**src/rtl/yuv2rgb_pipe.sv**
```systemverilog
// Three-stage ready/valid Y'UV to RGB converter with BT.601/BT.709 shift-add coefficients,
// bypass mode, frame-end passthrough and a saturating clip-event counter.
module yuv2rgb_pipe #(
  parameter int unsigned DATA_W = 8,
  parameter int unsigned CNT_W  = 16
) (
  input  logic                clk,
  input  logic                rst_n,
  input  logic                in_valid,
  output logic                in_ready,
  input  logic [3*DATA_W-1:0] in_data,
  input  logic [1:0]          in_mode,
  input  logic                in_last,
  output logic                out_valid,
  input  logic                out_ready,
  output logic [3*DATA_W-1:0] out_data,
  output logic                out_last,
  output logic [CNT_W-1:0]    clip_cnt,
  input  logic                clip_clr
);
  localparam int unsigned SW = DATA_W + 10;
  localparam logic [DATA_W:0] Half = {2'b01, {(DATA_W-1){1'b0}}};
  localparam logic [1:0] ModeBt601 = 2'd1;
  localparam logic [1:0] ModeBt709 = 2'd2;
  localparam logic [1:0] ModeBypass = 2'd3;

  logic s1_valid_q, s2_valid_q, s3_valid_q;
  logic ready1, ready2, ready3;

  assign ready3   = !s3_valid_q || out_ready;
  assign ready2   = !s2_valid_q || ready3;
  assign ready1   = !s1_valid_q || ready2;
  assign in_ready = ready1;

  // S1: split components, remove chroma offset where the mode uses one
  logic [DATA_W-1:0] in_y, in_u, in_v;
  logic              offset;
  logic [DATA_W:0]   u_d, v_d;

  assign {in_y, in_u, in_v} = in_data;
  assign offset = (in_mode == ModeBt601) || (in_mode == ModeBt709);
  assign u_d = offset ? ({1'b0, in_u} - Half) : {1'b0, in_u};
  assign v_d = offset ? ({1'b0, in_v} - Half) : {1'b0, in_v};

  logic [DATA_W-1:0] s1_y_q;
  logic [DATA_W:0]   s1_u_q, s1_v_q;
  logic [1:0]        s1_mode_q;
  logic              s1_last_q;

  // S2: coefficient sums in 1/32 units, shift-add only
  logic signed [SW-1:0] ue, ve, sr_d, sg_d, sb_d;

  always_comb begin
    ue = {{(SW-DATA_W-1){s1_u_q[DATA_W]}}, s1_u_q};
    ve = {{(SW-DATA_W-1){s1_v_q[DATA_W]}}, s1_v_q};
    if (s1_mode_q == ModeBt709) begin
      sr_d = (ve <<< 5) + (ve <<< 4) + (ve <<< 1);
      sg_d = -((ue <<< 2) + (ue <<< 1)) - ((ve <<< 4) - ve);
      sb_d = (ue <<< 6) - (ue <<< 2) - ue;
    end else begin
      sr_d = (ve <<< 5) + (ve <<< 2);
      sg_d = -((ue <<< 3) + (ue <<< 2) + ue) - ((ve <<< 4) + (ve <<< 1) + ve);
      sb_d = (ue <<< 6) + (ue <<< 1);
    end
  end

  logic [DATA_W-1:0]    s2_y_q;
  logic [2*DATA_W-1:0]  s2_uv_q;
  logic signed [SW-1:0] s2_sr_q, s2_sg_q, s2_sb_q;
  logic [1:0]           s2_mode_q;
  logic                 s2_last_q;

  always_ff @(posedge clk) begin
    if (ready1 && in_valid) begin
      s1_y_q    <= in_y;
      s1_u_q    <= u_d;
      s1_v_q    <= v_d;
      s1_mode_q <= in_mode;
      s1_last_q <= in_last;
    end
    if (ready2 && s1_valid_q) begin
      s2_y_q    <= s1_y_q;
      s2_uv_q   <= {s1_u_q[DATA_W-1:0], s1_v_q[DATA_W-1:0]};
      s2_sr_q   <= sr_d;
      s2_sg_q   <= sg_d;
      s2_sb_q   <= sb_d;
      s2_mode_q <= s1_mode_q;
      s2_last_q <= s1_last_q;
    end
  end

  // Returns {clipped, value}; x is known to lie within a few bits of the output range
  function automatic logic [DATA_W:0] clamp(input logic signed [SW-1:0] x);
    if (x[SW-1]) begin
      return {1'b1, {DATA_W{1'b0}}};
    end else if (|x[SW-2:DATA_W]) begin
      return {1'b1, {DATA_W{1'b1}}};
    end
    return {1'b0, x[DATA_W-1:0]};
  endfunction

  // S3: add luma, floor via arithmetic shift, clamp
  logic signed [SW-1:0] ye, r_sum, g_sum, b_sum;
  logic [DATA_W:0]      r_c, g_c, b_c;
  logic [3*DATA_W-1:0]  s3_data_d;
  logic                 s3_clip_d;

  always_comb begin
    ye    = {{(SW-DATA_W){1'b0}}, s2_y_q};
    r_sum = ye + (s2_sr_q >>> 5);
    g_sum = ye + (s2_sg_q >>> 5);
    b_sum = ye + (s2_sb_q >>> 5);
    r_c   = clamp(r_sum);
    g_c   = clamp(g_sum);
    b_c   = clamp(b_sum);
    if (s2_mode_q == ModeBypass) begin
      s3_data_d = {s2_y_q, s2_uv_q};
      s3_clip_d = 1'b0;
    end else begin
      s3_data_d = {r_c[DATA_W-1:0], g_c[DATA_W-1:0], b_c[DATA_W-1:0]};
      s3_clip_d = r_c[DATA_W] | g_c[DATA_W] | b_c[DATA_W];
    end
  end

  logic [3*DATA_W-1:0] s3_data_q;
  logic                s3_last_q, s3_clip_q;
  logic [CNT_W-1:0]    clip_cnt_q;

  always_ff @(posedge clk) begin
    if (!rst_n) begin
      s1_valid_q <= 1'b0;
      s2_valid_q <= 1'b0;
      s3_valid_q <= 1'b0;
      s3_data_q  <= '0;
      s3_last_q  <= 1'b0;
      s3_clip_q  <= 1'b0;
      clip_cnt_q <= '0;
    end else begin
      if (ready1) s1_valid_q <= in_valid;
      if (ready2) s2_valid_q <= s1_valid_q;
      if (ready3) s3_valid_q <= s2_valid_q;
      if (ready3 && s2_valid_q) begin
        s3_data_q <= s3_data_d;
        s3_last_q <= s2_last_q;
        s3_clip_q <= s3_clip_d;
      end
      if (clip_clr) begin
        clip_cnt_q <= '0;
      end else if (s3_valid_q && out_ready && s3_clip_q && (clip_cnt_q != {CNT_W{1'b1}})) begin
        clip_cnt_q <= clip_cnt_q + 1'b1;
      end
    end
  end

  assign out_valid = s3_valid_q;
  assign out_data  = s3_data_q;
  assign out_last  = s3_last_q;
  assign clip_cnt  = clip_cnt_q;

endmodule

```
**config.mk**
```make
export PLATFORM = sky130hd
export DESIGN_NAME = yuv2rgb_pipe
export DESIGN_NICKNAME = d
export VERILOG_FILES = /design/src/rtl/yuv2rgb_pipe.sv
export SDC_FILE = /design/constraint.sdc
export NUM_CORES = 1
export LEC_CHECK = 0
export ABC_AREA = 1
export CORE_ASPECT_RATIO = 1.5
export CORE_MARGIN = 3
export CORE_UTILIZATION = 50
export CTS_CLUSTER_DIAMETER = 200
export DETAILED_ROUTE_END_ITERATION = 8
export PLACE_DENSITY = 0.7
export SLEW_MARGIN = 40
export SYNTH_ARGS = -nofsm -noshare
export SYNTH_HDL_FRONTEND = slang
export SYNTH_SLANG_ARGS = --single-unit
```
**constraint.sdc**
```tcl
create_clock -name clk -period 8.5 [get_ports clk]
set_input_delay 1.7 -clock clk [delete_from_list [all_inputs] [get_ports clk]]
set_output_delay 1.7 -clock clk [all_outputs]
set_load 0.01 [all_outputs]
```
==> metrics.md, run 1 <==
| Metric | Value |
|---|---|
| Run status | `complete, no violations` |
| CTS root buf | `sky130_fd_sc_hd__clkbuf_16` |
| Cell variety after synth | `51` |
| Final weighted congestion in routability-driven placement | `roughly 0.92` |
| Critical path launch point type | `flip-flop` |
| Initial DRC Count | `around 470` |
| Maximum level of the CTS H-tree | `4` |
| Clock latency on the worst-skew pair | `about 430 ps` |
| Number of global-route vias before repair | `9,342` |
| Synthesized netlist cell count | `between 1,000 and 1,500` |
| Post-cts sizing count | `0` |
| Leading cell type in the layout, fill and taps excluded | `sky130_fd_sc_hd__nand2_1` |
| Aggregate routed wire length | `between 20,000 and 30,000 um` |
| Vert. Die Dim | `between 150 and 200 um` |
| Final setup violation count | `0` |
| Cell with the largest stage delay on the worst path | `sky130_fd_sc_hd__edfxtp_1` |
| Relative contribution of combinational cells to total power | `0.482` |
| Hold-fix buffers, CTS | `0` |
| Post-synth design cell area | `0.0114 mm^2` |
| Fraction of final layout cells with drive strength greater than 1 | `0.0612` |
| Core box area | `roughly 0.022 mm^2` |
| Clock period minus final worst setup slack | `between 4000 and 5000 ps` |
| Area share of the largest cell type after synthesis | `0.239` |
| Number of top-level pins | `75` |
| Post-placement cell area | `0.0124 mm^2` |
| #FFs+latches synth | `136` |
| Initial cell density of the core | `0.510` |
| Transition time at the pin with the least slew margin | `728 ps` |
| Maximum clock frequency | `~210 MHz` |
| Max-cap violations | `0` |
| Final Cell Area | `about 0.013 mm^2` |
| Leading cell types by total area after synthesis | `sky130_fd_sc_hd__edfxtp_1 24%, sky130_fd_sc_hd__ha_1 14%, sky130_fd_sc_hd__fa_1 12%, sky130_fd_sc_hd__nand2_1 9.2%, sky130_fd_sc_hd__dfxtp_1 7.9%` |
| Number of optimization iterations in the first detailed-route pass | `7` |
| Required time reported for the critical path endpoint | `just under 9000 ps` |
| Number of enable-type register cells in the synthesized netlist | `91` |
| Post-Synthesis Net Count | `approximately 1,600` |
| Number of diodes | `0` |
| Worst Setup End Kind | `flip-flop` |
| Die outline area | `between 0.02 and 0.025 mm^2` |
| Critical path arrival | `5020 ps` |
| Critical path cell sequence | `inv_1 > fa_1 > fa_1 > fa_1 > ha_1 > ha_1 > a21oi_1 > o21ai_0 > a221oi_1 > nand2_1 > nand2_1 > nand3_1 > o21ai_0` |
| Hold/Removal Path Class | `flip-flop to flip-flop` |
| Final period utilization | `0.558` |
| Synth-to-layout area growth | `14.0%` |
| Warning count from the yosys run | `0` |
| Proportion of synthesized flip-flops having asynchronous set or reset | `0` |
| Summed negative setup slack over all endpoints | `0 ps` |
| All-Layer GR Usage | `0.235` |
| Maximum vdd ir drop | `between 0.15 and 0.2 mV` |
| Switching pwr | `between 1 and 1.5 mW` |
| Flop pwr share | `0.277` |
| FP Rows | `67` |
| Residual overflow from global routing | `0` |
| Max-slew headroom | `0.515` |
| Worst-case clock skew | `10.9 ps` |
| Total Nets Final | `1,647` |
| CTS tree | `done` |
| Total internal power | `between 1.5 and 2 mW` |
| Leakage power | `roughly 5.9 nW` |
| Worst-path fanout max | `15` |
| Floorplan die width | `129 um` |
| Flip-flop cell with the highest count after synthesis | `sky130_fd_sc_hd__edfxtp_1` |
| Setup repair bufs after CTS | `0` |
| Pin count of the biggest net entering global routing | `between 60 and 70` |
| Global-route wire length before repair | `between 40,000 and 50,000 um` |
| WS Path Type | `flip-flop to flip-flop` |
| CTS Buf Count | `17` |
| Portion of the post-synthesis area used by sequential elements | `0.318` |
| Unrepaired setup endpoints after global routing | `false` |
| Antenna violations before repair | `0` |
| Commonest cells after routing, fill and taps aside | `281 x sky130_fd_sc_hd__nand2_1, 183 x sky130_fd_sc_hd__inv_1, 124 x sky130_fd_sc_hd__ha_1, 113 x sky130_fd_sc_hd__nor2_1, 103 x sky130_fd_sc_hd__nand3_1` |
| Total vias in the final route | `9,198` |
| Routed len/inst | `~16 um` |
| Post-synth top area cell | `sky130_fd_sc_hd__edfxtp_1` |
| CP most frequent cell | `sky130_fd_sc_hd__fa_1` |
| Relative contribution of the clock network to total power | `0.241` |
| Clock-pin slew on the worst setup and hold paths | `approximately 60 ps` |
| Pins over their slew limit | `0` |
| Number of buffers inserted by port buffering | `74` |
| Count of final hold-check violations | `0` |
| Syn Area/Cell | `around 8.5 um^2` |
| Clock Tree Buf Depth | `2` |
| P per Cell Area | `238 mW/mm^2` |
| Half-perimeter wire length of the detailed placement result | `22,000 um` |
| Vias per inst | `5.37` |
| Detail Route Antenna Nets | `0` |
| Clock Sink Count | `136` |
| Fraction of power spent switching nets | `0.407` |
| DRC violations left | `0` |
| Worst stage delay on the critical path | `820 ps` |
[per-layer routing]
metal / up-vias / global-route usage / wire length, um
li1: 4606 / - / -
met1: 4350 / 0.249 / 10600
met2: 184 / 0.453 / 15200
met3: 58 / 0.0377 / 871
met4: 0 / 0.0942 / 925
met5: - / 0 / 0
[power by group through the flow]
| stage | Sequential, mW | Clock (mW) | Combinational [mW] |
|---|---|---|---|
| floorplan | 0.844 | 0 | 1.14 |
| global placement | 0.869 | 0 | 1.45 |
| detailed placement | 0.870 | 0 | 1.48 |
| CTS | 0.856 | 0.764 | 1.49 |
| global route | 0.862 | 0.788 | 1.70 |
| finish | 0.857 | 0.747 | 1.49 |
[worst paths after layout]
path	cells after the start	start	endpoint	slack [ps]
setup / recovery	13	s1_v_q[8]	s2_sg_q[17]	3750
hold / removal	0	s1_y_q[7]	s2_y_q[7]	420
setup reg to reg	13	s1_v_q[8]	s2_sg_q[17]	3750
hold reg to reg	0	s1_y_q[7]	s2_y_q[7]	420
[registers in the layout, indices dropped and copies added (netlist names), 2 cells and up]
| signal | flops |
|---|---|
| s2_mode_q | 2 |
| s2_y_q | 8 |
| s2_uv_q | 16 |
| s1_y_q | 8 |
| out_data | 24 |
| s2_sg_q | 13 |
| s2_sr_q | 10 |
| clip_cnt | 16 |
| s1_u_q | 9 |
| s1_mode_q | 2 |
| s1_v_q | 9 |
| s2_sb_q | 12 |
[worst max-delay path, delay by kind of cell (launching register included)]
kind / cells / cell delay, ps
AND/OR/NAND/NOR: 3 / 260
flip-flops: 1 / 820
AO/OA/AOI/OAI: 4 / 870
adder cells (fa/ha/maj): 5 / 2230
buffers and inverters: 1 / 400
[cell usage after synthesis (11+ instances only)]
| cell | n |
|---|---|
| sky130_fd_sc_hd__nor2_1 | 114 |
| sky130_fd_sc_hd__inv_1 | 185 |
| sky130_fd_sc_hd__nand3_1 | 103 |
| sky130_fd_sc_hd__xnor2_1 | 20 |
| sky130_fd_sc_hd__dfxtp_1 | 45 |
| sky130_fd_sc_hd__nand4_1 | 13 |
| sky130_fd_sc_hd__xor2_1 | 26 |
| sky130_fd_sc_hd__fa_1 | 66 |
| sky130_fd_sc_hd__ha_1 | 124 |
| sky130_fd_sc_hd__edfxtp_1 | 91 |
| sky130_fd_sc_hd__o21ai_0 | 54 |
| sky130_fd_sc_hd__a21oi_1 | 87 |
| sky130_fd_sc_hd__nand2_2 | 11 |
| sky130_fd_sc_hd__clkbuf_1 | 15 |
| sky130_fd_sc_hd__nand2_1 | 281 |
| sky130_fd_sc_hd__a21o_1 | 11 |
[per-stage QoR]
| step | instances | setup WS, ps | util | power, mW | hold WS (ps) |
|---|---|---|---|---|---|
| 2_1_floorplan | 1348 | 4100 | - | 1.99 | 400 |
| 3_3_place_gp | 1682 | 3800 | 0.555 | 2.32 | 401 |
| 3_5_place_dp | 1682 | 3770 | 0.555 | 2.35 | 405 |
| 4_1_cts | 1714 | 3770 | 0.582 | 3.11 | 419 |
| 5_1_grt | 1714 | 3410 | 0.582 | 3.35 | 422 |
| 6_report | 1714 | 3750 | 0.582 | 3.10 | 417 |
[area by class of cell]
class                   instances  area, um^2
fillers                      1981        9360
multi-input cells             999        6950
inverters                     190         713
flip-flops and latches        136        3630
clock buffers                  19         433
clock inverters                13         154
well taps                     276         345
repair buffers                 81         797
[kinds of logic (layout without fill, tap and decap cells)]
logic type / Yosys count / after routing / synth area share
mux: 3 / 3 / 0.00263
fa+ha+maj: 190 / 190 / 0.252
xor+xnor: 46 / 46 / 0.0353
compound gates: 192 / 192 / 0.0949
buf+inv: 213 / 303 / 0.0739
simple gates: 568 / 568 / 0.224
flops: 136 / 136 / 0.318
(Power assumes the default switching activity.)
==> run 2, diff against run 1 <==
--- a/config.mk
+++ b/config.mk
@@ -11,7 +11,7 @@
 export CORE_UTILIZATION = 50
 export CTS_CLUSTER_DIAMETER = 200
 export DETAILED_ROUTE_END_ITERATION = 8
-export PLACE_DENSITY = 0.7
+export PLACE_DENSITY = 0.73
 export SLEW_MARGIN = 40
 export SYNTH_ARGS = -nofsm -noshare
 export SYNTH_HDL_FRONTEND = slang
==> constraint.sdc (replaced) <==
create_clock -name clk -period 4 [get_ports clk]
set_input_delay 0.8 -clock clk [delete_from_list [all_inputs] [get_ports clk]]
set_output_delay 0.8 -clock clk [all_outputs]
set_load 0.01 [all_outputs]
==> run 2 against run 1 <==
Critical endpoint unchanged. Highest routed layer unchanged. Global-route usage is 0.41 points higher. Power up 140%. Register-to-register slack worse by 3700 ps.
==> metrics.md, run 2 (synthesis gave the netlist of run 1 again) <==
| Metric | Value |
|---|---|
| Run status | `complete, no violations` |
| Detail Route Antenna Nets | `0 (unchanged)` |
| Clock Sink Count | `136 (unchanged)` |
| Half-perimeter wire length of the detailed placement result | `23,000 um (+4.5%)` |
| Total vias in the final route | `9,479 (+3.1%)` |
| Fraction of final layout cells with drive strength greater than 1 | `0.125 (+0.0641)` |
| Number of global-route vias before repair | `9,398 (+0.60%)` |
| Initial cell density of the core | `0.510 (unchanged)` |
| Count of final hold-check violations | `0 (unchanged)` |
| Worst hold-check slack | `417 ps (-0.440 ps)` |
| Fraction of power spent switching nets | `0.411 (+0.00364)` |
| Critical path arrival | `4090 ps (-930 ps)` |
| Clock latency on the worst-skew pair | `430 ps (about the same)` |
| Clock period minus final worst setup slack | `3930 ps (-816 ps)` |
| Leakage power | `6.19 nW (+5.0%)` |
| FP Rows | `67 (unchanged)` |
| Largest register FFs | `24 (unchanged)` |
| Max-slew headroom | `0.608 (+0.0931)` |
| Maximum vdd ir drop | `0.368 mV (+120%)` |
| Final weighted congestion in routability-driven placement | `0.921 (+0.50%)` |
| Final setup violation count | `0 (unchanged)` |
| Final Cell Area | `0.0137 mm^2 (+5.3%)` |
| Hold-fix buffers, CTS | `0 (unchanged)` |
| Tot Pwr | `7.35 mW (+140%)` |
| Relative contribution of the clock network to total power | `0.213 (-0.028)` |
| Worst-case clock skew | `8.76 ps (-2.17 ps)` |
| Hold/Removal Path Class | `flip-flop to flip-flop` |
| Unrepaired setup endpoints after global routing | `true` |
| Synth-to-layout area growth | `20.1%` |
| Number of diodes | `0 (unchanged)` |
| Maximum level of the CTS H-tree | `4 (unchanged)` |
| CTS root buf | `sky130_fd_sc_hd__clkbuf_16` |
| CTS tree | `done` |
| Summed negative setup slack over all endpoints | `0 ps (unchanged)` |
| Flop pwr share | `0.242 (-0.035)` |
| Switching pwr | `3.02 mW (+140%)` |
| Crit path launch | `s1_u_q[1]` |
| CTS Buf Count | `17 (unchanged)` |
| Worst-path fanout max | `4 (-11)` |
| Commonest cells after routing, fill and taps aside | `277 x sky130_fd_sc_hd__nand2_1, 178 x sky130_fd_sc_hd__inv_1, 112 x sky130_fd_sc_hd__nor2_1, 112 x sky130_fd_sc_hd__ha_1, 98 x sky130_fd_sc_hd__nand3_1` |
| Total Nets Final | `1,702 (+3.3%)` |
| Global-route wire length before repair | `45,700 um (+0.72%)` |
| WS Path Type | `flip-flop to flip-flop` |
| Required time reported for the critical path endpoint | `4160 ps (-4610 ps)` |
| Transition time at the pin with the least slew margin | `586 ps (-142 ps)` |
| Die outline area | `0.0247 mm^2 (unchanged)` |
| Routed len/inst | `16.5 um (+2.7%)` |
| Number of buffers inserted by port buffering | `74 (unchanged)` |
| Pins over their slew limit | `0 (unchanged)` |
| Antenna violations before repair | `0 (unchanged)` |
| Pin count of the biggest net entering global routing | `52 (-17%)` |
| Clock Tree Buf Depth | `2 (unchanged)` |
| Clock-pin slew on the worst setup and hold paths | `60 ps (about the same)` |
| Leading cell type in the layout, fill and taps excluded | `sky130_fd_sc_hd__nand2_1` |
| Number of top-level pins | `75 (unchanged)` |
| Floorplan die width | `129 um (unchanged)` |
| Aggregate routed wire length | `29,200 um (+6.0%)` |
| Total internal power | `4.33 mW (+140%)` |
| Worst Setup End Kind | `flip-flop` |
| DRC violations left | `0 (unchanged)` |
| Vias per inst | `5.36 (-0.15%)` |
| Relative contribution of combinational cells to total power | `0.545 (+0.063)` |
| Worst Hold Launch | `s1_y_q[4]` |
| Post-placement cell area | `0.0129 mm^2 (+3.5%)` |
| All-Layer GR Usage | `0.239 (+0.00408)` |
| Critical path launch point type | `flip-flop` |
| Residual overflow from global routing | `0 (unchanged)` |
| Max-cap violations | `0 (unchanged)` |
| Worst setup timing slack at the placement stage | `-0.761 ps (-3770 ps)` |
| PnR worst setup slack | `70.1 ps (-3680 ps)` |
| Core box area | `0.0224 mm^2 (unchanged)` |
| Initial DRC Count | `419 (-11%)` |
| P per Cell Area | `536 mW/mm^2 (+130%)` |
| Startpoint of the worst-slack reg-to-reg timing path | `s1_u_q[1]` |
| Maximum clock frequency | `254 MHz (+21%)` |
| Number of optimization iterations in the first detailed-route pass | `6 (-1)` |
| Vert. Die Dim | `191 um (unchanged)` |
| Final period utilization | `0.982 (+0.424)` |
## run 2: cell count changes in the layout (fill, tap and decap cells not counted), sizes merged
cell      previous run  this run
buf                  7        62
inv                190       194
bufinv               3         1
clkinv               7         5
clkbuf              19        20
clkinvlp             3         2
## run 2: layout make-up
class                      instances  area, um^2
tap                              276         345
multi-input combinational        999        7210
clock inverter                    12         110
inverter                         190         719
sequential                       136        3630
fill                            1878        8670
timing repair buffer             136        1220
clock buffer                      20         478
## run 2: power groups by stage
stage | logic (mW) | clock network, mW | registers, mW
global route | 4.46 | 1.65 | 1.79
detailed placement | 3.48 | 0 | 1.80
CTS | 3.51 | 1.60 | 1.77
floorplan | 2.61 | 0 | 1.79
global placement | 3.39 | 0 | 1.80
finish | 4.01 | 1.57 | 1.78
## run 2: worst max-delay path: stages (launching register included)
cell	delay (ps)
sky130_fd_sc_hd__edfxtp_1	440
sky130_fd_sc_hd__inv_2	100
sky130_fd_sc_hd__fa_1	420
sky130_fd_sc_hd__fa_1	500
sky130_fd_sc_hd__inv_1	60
sky130_fd_sc_hd__fa_1	530
sky130_fd_sc_hd__inv_1	50
sky130_fd_sc_hd__ha_1	280
sky130_fd_sc_hd__ha_1	270
sky130_fd_sc_hd__a21o_1	210
sky130_fd_sc_hd__nand2_1	110
sky130_fd_sc_hd__nand2_2	130
sky130_fd_sc_hd__nand2_1	80
sky130_fd_sc_hd__nand2_2	100
sky130_fd_sc_hd__nand3_2	80
sky130_fd_sc_hd__nand2_1	70
sky130_fd_sc_hd__nand2_1	80
sky130_fd_sc_hd__nand3_2	80
sky130_fd_sc_hd__o21ai_1	80
## run 2: final timing paths
path	to	slack (ps)	cells after the start
worst min register to register	s2_y_q[4]	420	0
worst min-delay path	s2_y_q[4]	420	0
worst max-delay path	s2_sg_q[17]	70	18
worst max register to register	s2_sg_q[17]	70	18
## run 2: layer usage
layer / GRT usage / share of wire
met1: 0.252 / 0.38
met2: 0.454 / 0.54
met3: 0.0369 / 0.033
met4: 0.113 / 0.047
met5: 0 / 0
## run 2: what timing repair did
item                       CTS  global route
gates cloned                 0             0
pin swaps                    1            21
gates resized for setup      3            31
hold endpoints to repair     0             0
setup buffers                0            10
setup endpoints to repair    1            10
## run 2: stage by stage
stage	std cells	util
6_report	1769	0.613
5_1_grt	1769	0.613
4_1_cts	1759	0.601
3_5_place_dp	1727	0.575
3_3_place_gp	1727	0.575
2_1_floorplan	1348	-
